## src/rtl/genesis_bus_pkg.sv

```systemverilog
// Shared 68000-bus definitions for the VDP DMA initiator: state encoding,
// address width, 128 KB RAM wrap mask and strobe levels.
package genesis_bus_pkg;

    localparam int          M68_AW        = 24;
    localparam logic [16:0] RAM_WRAP_MASK = 17'h1FFFF;
    localparam logic        STROBE_ON     = 1'b0;
    localparam logic        STROBE_OFF    = 1'b1;

    typedef enum logic [2:0] {
        IDLE,
        REQ,
        ADDR,
        WAIT_ACK,
        WAIT_DONE,
        PUSH,
        GAP,
        FINISH
    } dma_state_t;

    // Source pointer steps one word inside a 128 KB window; upper bits are frozen.
    function automatic logic [M68_AW-1:0] next_word_addr(input logic [M68_AW-1:0] a);
        logic [16:0] lo;
        lo = (a[16:0] + 17'd2) & RAM_WRAP_MASK;
        return {a[M68_AW-1:17], lo};
    endfunction

endpackage

```

## src/rtl/vdp_dma_master.sv

```systemverilog
// VDP DMA bus initiator: takes the 68000 bus, runs word read cycles from
// main memory and hands each fetched word to the VRAM side.
module vdp_dma_master
    import genesis_bus_pkg::*;
#(
    parameter int TIMEOUT_CYCLES = 255,
    parameter int GAP_CYCLES     = 2
) (
    input  logic        clk,
    input  logic        rst_n,
    input  logic        start,
    input  logic [23:0] src_addr,
    input  logic [15:0] length,
    output logic        busy,
    output logic        done,
    output logic        error,
    output logic        bus_req,
    input  logic        bus_grant,
    output logic        M68_as,
    output logic        M68_rw,
    output logic        M68_uds,
    output logic        M68_lds,
    output logic [31:0] M68_addr,
    input  logic        M68_dtack,
    input  logic [15:0] M68_data_in,
    output logic [15:0] word_out,
    output logic        word_valid,
    input  logic        word_ready
);

    localparam logic [15:0] TMO_LAST = 16'(TIMEOUT_CYCLES - 1);
    localparam logic [7:0]  GAP_LAST = 8'(GAP_CYCLES - 1);

    dma_state_t        state_q, state_d;
    logic [M68_AW-1:0] addr_q, addr_d;
    logic [M68_AW-1:0] bus_addr_q, bus_addr_d;
    logic [16:0]       rem_q, rem_d;
    logic [15:0]       tmo_q, tmo_d;
    logic [7:0]        gap_q, gap_d;
    logic [15:0]       word_q, word_d;
    logic as_q, as_d, strb_q, strb_d, bus_req_q, bus_req_d, busy_q, busy_d;
    logic done_q, done_d, error_q, error_d, wvalid_q, wvalid_d;
    logic completing;

    always_comb begin
        state_d    = state_q;
        addr_d     = addr_q;
        bus_addr_d = bus_addr_q;
        rem_d      = rem_q;
        tmo_d      = tmo_q;
        gap_d      = gap_q;
        word_d     = word_q;
        as_d       = as_q;
        strb_d     = strb_q;
        bus_req_d  = bus_req_q;
        busy_d     = busy_q;
        done_d     = 1'b0;
        error_d    = error_q;
        wvalid_d   = wvalid_q;
        completing = (state_q == WAIT_DONE) && !M68_dtack;

        case (state_q)
            IDLE: if (start) begin
                addr_d    = src_addr & ~24'd1;
                rem_d     = (length == 16'd0) ? 17'h10000 : {1'b0, length};
                busy_d    = 1'b1;
                error_d   = 1'b0;
                bus_req_d = 1'b1;
                state_d   = REQ;
            end
            REQ: if (bus_grant) begin
                bus_addr_d = addr_q;
                state_d    = ADDR;
            end
            ADDR: begin
                as_d    = STROBE_ON;
                strb_d  = STROBE_ON;
                tmo_d   = '0;
                state_d = WAIT_ACK;
            end
            WAIT_ACK: if (M68_dtack) state_d = WAIT_DONE;
            WAIT_DONE: if (completing) begin
                word_d   = M68_data_in;
                as_d     = STROBE_OFF;
                strb_d   = STROBE_OFF;
                wvalid_d = 1'b1;
                state_d  = PUSH;
            end
            PUSH: if (word_ready) begin
                wvalid_d = 1'b0;
                rem_d    = rem_q - 17'd1;
                addr_d   = next_word_addr(addr_q);
                if (rem_q == 17'd1) begin
                    bus_req_d = 1'b0;
                    busy_d    = 1'b0;
                    done_d    = 1'b1;
                    state_d   = FINISH;
                end else begin
                    gap_d   = '0;
                    state_d = GAP;
                end
            end
            GAP: begin
                // Bus release is only honoured here, between complete cycles.
                if (gap_q == GAP_LAST) begin
                    if (bus_grant) begin
                        bus_addr_d = addr_q;
                        state_d    = ADDR;
                    end else begin
                        state_d = REQ;
                    end
                end else begin
                    gap_d = gap_q + 8'd1;
                end
            end
            FINISH: state_d = IDLE;
            default: state_d = IDLE;
        endcase

        // A cycle that completes on the same edge the budget runs out still counts.
        if ((state_q == WAIT_ACK || state_q == WAIT_DONE) && !completing) begin
            if (tmo_q == TMO_LAST) begin
                as_d      = STROBE_OFF;
                strb_d    = STROBE_OFF;
                bus_req_d = 1'b0;
                busy_d    = 1'b0;
                wvalid_d  = 1'b0;
                done_d    = 1'b1;
                error_d   = 1'b1;
                state_d   = IDLE;
            end else begin
                tmo_d = tmo_q + 16'd1;
            end
        end
    end

    always_ff @(posedge clk or negedge rst_n) begin
        if (!rst_n) begin
            state_q    <= IDLE;
            addr_q     <= '0;
            bus_addr_q <= '0;
            rem_q      <= '0;
            tmo_q      <= '0;
            gap_q      <= '0;
            word_q     <= '0;
            as_q       <= STROBE_OFF;
            strb_q     <= STROBE_OFF;
            bus_req_q  <= 1'b0;
            busy_q     <= 1'b0;
            done_q     <= 1'b0;
            error_q    <= 1'b0;
            wvalid_q   <= 1'b0;
        end else begin
            state_q    <= state_d;
            addr_q     <= addr_d;
            bus_addr_q <= bus_addr_d;
            rem_q      <= rem_d;
            tmo_q      <= tmo_d;
            gap_q      <= gap_d;
            word_q     <= word_d;
            as_q       <= as_d;
            strb_q     <= strb_d;
            bus_req_q  <= bus_req_d;
            busy_q     <= busy_d;
            done_q     <= done_d;
            error_q    <= error_d;
            wvalid_q   <= wvalid_d;
        end
    end

    assign busy       = busy_q;
    assign done       = done_q;
    assign error      = error_q;
    assign bus_req    = bus_req_q;
    assign M68_as     = as_q;
    assign M68_rw     = 1'b1;
    assign M68_uds    = strb_q;
    assign M68_lds    = strb_q;
    assign M68_addr   = {8'h00, bus_addr_q};
    assign word_out   = word_q;
    assign word_valid = wvalid_q;

endmodule
```

## config.mk

```make
export PLATFORM = sky130hd
export DESIGN_NAME = vdp_dma_master
export DESIGN_NICKNAME = d
export VERILOG_FILES = /design/src/rtl/genesis_bus_pkg.sv /design/src/rtl/vdp_dma_master.sv
export SDC_FILE = /design/constraint.sdc
export NUM_CORES = 1
export LEC_CHECK = 0
export ABC_AREA = 1
export CORE_AREA = 3 3 123 113
export DETAILED_ROUTE_END_ITERATION = 12
export DIE_AREA = 0 0 126 116
export HOLD_SLACK_MARGIN = 0.02
export PLACE_DENSITY = 0.77
export SKIP_CTS_REPAIR_TIMING = 1
export SYNTH_ARGS = -nofsm -noshare
export SYNTH_HDL_FRONTEND = slang
export SYNTH_SLANG_ARGS = --single-unit
```

## constraint.sdc

```tcl
create_clock -name clk -period 1.67 [get_ports clk]
set_input_delay 0.167 -clock clk [delete_from_list [all_inputs] [get_ports clk]]
set_output_delay 0.167 -clock clk [all_outputs]
set_load 0.005 [all_outputs]
```

==> run metrics <==
min cycle time layout 1.62 ns; syn avg cell area approximately 7.2 µm²; most numerous cell in the Yosys netlist nand2_1; Cell Rows 39; initial drt markers between 500 and 600; Worst Path Buf+Inv 1; CTS Buffer Depth 2; CTS root buffer clkbuf_16; Synth Cell Area ~6300 µm²; Post-synth top cells nand2_1 (302), dfrtp_1 (111), inv_1 (97), nand3_1 (86), nor2_1 (77); GRT Overall Usage 0.226; Arr. time, crit path around 1.5 ns; Hold Violations, Final 0; area grow syn2layout 34.4%; most common flop cell mapped by yosys dfrtp_1; met3 wire length approximately 1.3 mm; layout cells sized above 1 0.115; clock network fraction of total power 0.285; Critical Path Sink Type output port; # setup viols final 0; via/cell ratio ~5.2; Max H-tree Level 4; worst path required time about 1.5 ns; critical path cell sequence clkdlybuf4s50_1; VDD IR max between 0.0008 and 0.0009 V; Reg power frac 0.353; Critical Setup Path Class reg2out; HP Class in2async; GPL Wtd Cong 0.910; drt wl/cell 14.0 µm; Comb power frac 0.362; ys async rst share 1.00; crit-path max FO 3; I/O Buffers ~110; Total Die Area between 10000 and 15000 µm²; Yosys reg bits approximately 110; Worst Setup Start Kind flop; fin nets between 1000 and 1500; worst r2r src gap_q[1]; met2 WL approximately 7.6 mm; Worst slew margin 0.643; internal power 8.43 mW; RSZ-0062 raised after global routing true; global route total overflow 0; Top Layer Used met4; ant diodes 0; Psw 4.65 mW; Final ANT Viol Nets 0; final cell count without fillers roughly 1200; number of max-cap violations 0; largest net degree at the start of global routing 47; clock-pin slew on the worst setup and hold paths approximately 0.060 ns; status complete, no violations; critical path depth in cells 1; max incr delay on CP 0.54 ns; Synth Instances just under 900; pwr dens 1530 nW/µm²; Final Max Slew Viols 0; number of synthesized flops with an enable pin 0; Seq/Total Area, Yosys 0.446; Worst-Skew Late Latency around 0.43 ns; Post-Route WL 16.8 mm; die width ~130 µm; Pre-antenna DRT Iters 5; Worst R2R End bus_addr_q[9]; Leak ~4.2 nW; Filler cells about 1100; first-pass GRT wire length around 27 mm; total CTS buffers 17; Initial Utilization 0.500; Slew @ Worst Pin around 0.54 ns; clk_skew approximately 0.0067 ns; R2R depth 10; Met1 Routed Length 7.67 mm; clk sinks 113; I/O pin count roughly 120; number of remaining DRC errors 0; synthesis warning total 0; Hold Slack roughly 0.26 ns; Tcrit/Tclk final 0.973; DP HPWL ~11 mm; area leader, netlist dfrtp_1; Area contributors post-synth dfrtp_1 (44%), nand2_1 (18%), nand3_1 (6.8%); top-area cell type share of the netlist area 0.438; worst reg2reg setup slack roughly 0.060 ns; Die H 116 µm; routed vias approximately 6200; vias in the first global route approximately 5800; crit-path leading delay family flip-flops; Fmax achieved around 600 MHz; CTS tree built; placed cells around 1200; Sw Share 0.355; Yosys cell types 35; slowest CP cell dfstp_2; initial antenna violation count 0; Core Area about 13000 µm²
[worst max-delay path by stage]
stage	startpoint	endpoint	slack, ns
after detailed placement	state_q[1]	rem_q[3]	-0.01
final	M68_lds	M68_uds	0.05
after CTS	state_q[1]	rem_q[3]	-0.009
after global placement	state_q[1]	rem_q[3]	0.09
after floorplan	gap_q[1]	bus_addr_q[6]	0.21
after global routing	gap_q[1]	bus_addr_q[1]	-0.07
[power groups by stage]
stage	registers [mW]	clock network [mW]	logic, mW
final	4.62	3.73	4.73
after global routing	4.77	3.88	5.34
after CTS	4.60	3.76	4.43
after detailed placement	4.60	0	4.39
after global placement	4.60	0	4.27
after floorplan	4.52	0	2.51
[state kept, by name, summed over array words and instances, names as in the netlist]
register and flops:
bus_addr_q 23, error 1, rem_q 17, busy 1, word_valid 1, M68_lds 1, word_out 16, tmo_q 16
addr_q 23, bus_req 1, gap_q 8, done 1, M68_as 1, state_q 3
[final cells by class]
type,count,area [µm²],area share
Inverter,99,383,0.0449
Multi-Input combinational cell,637,2940,0.345
Timing Repair Buffer,157,1560,0.183
Clock buffer,19,443,0.0519
Clock inverter,13,161,0.0189
Sequential cell,113,2830,0.332
Timing Repair inverter,1,7.51,0.000880
Tap cell,164,205,0.0241
[routing by layer]
layer | global-route usage | vias to the layer above
met2 | 0.350 | 239
met3 | 0.0705 | 31
met5 | 0 | -
met4 | 0.0743 | 0
li1 | - | 3067
met1 | 0.306 | 2875
[metrics by stage]
stage               worst slack, ns  setup TNS (ns)  utilization  power (mW)  cell area, µm²
finish                       0.0456               0        0.672        13.1            8530
global route                -0.0662           -1.40        0.672        14.0            8530
CTS                        -0.00942        -0.00942        0.654        12.8            8300
detailed placement          -0.0148         -0.0148        0.606        8.99            7690
global placement             0.0949               0        0.606        8.87            7690
floorplan                     0.209               0            -        7.03            6370
[cell usage in the layout, fill, tap and decap left out, types with 10 or more instances in the layout]
master	netlist	final
nand2_1	302	300
dfrtp_1	111	111
clkdlybuf4s50_1	0	106
inv_1	97	94
nand3_1	86	86
nor2_1	77	71
o21ai_0	64	59
buf_4	14	41
a21oi_1	20	20
clkbuf_16	0	20
o21ai_1	12	17
nand4_1	11	11
conb_1	2	10
[logic make-up after synthesis]
| family | share of synthesized area |
|---|---|
| buffers and inverters | 0.107 |
| and+or+nand+nor | 0.331 |
| AOI/OAI and AO/OA | 0.0886 |
| adders and majority gates | 0.0138 |
| DFF | 0.446 |
| xor gates and xnor gates | 0.0124 |
| other | 0.00118 |
(Power assumes the default switching activity.)
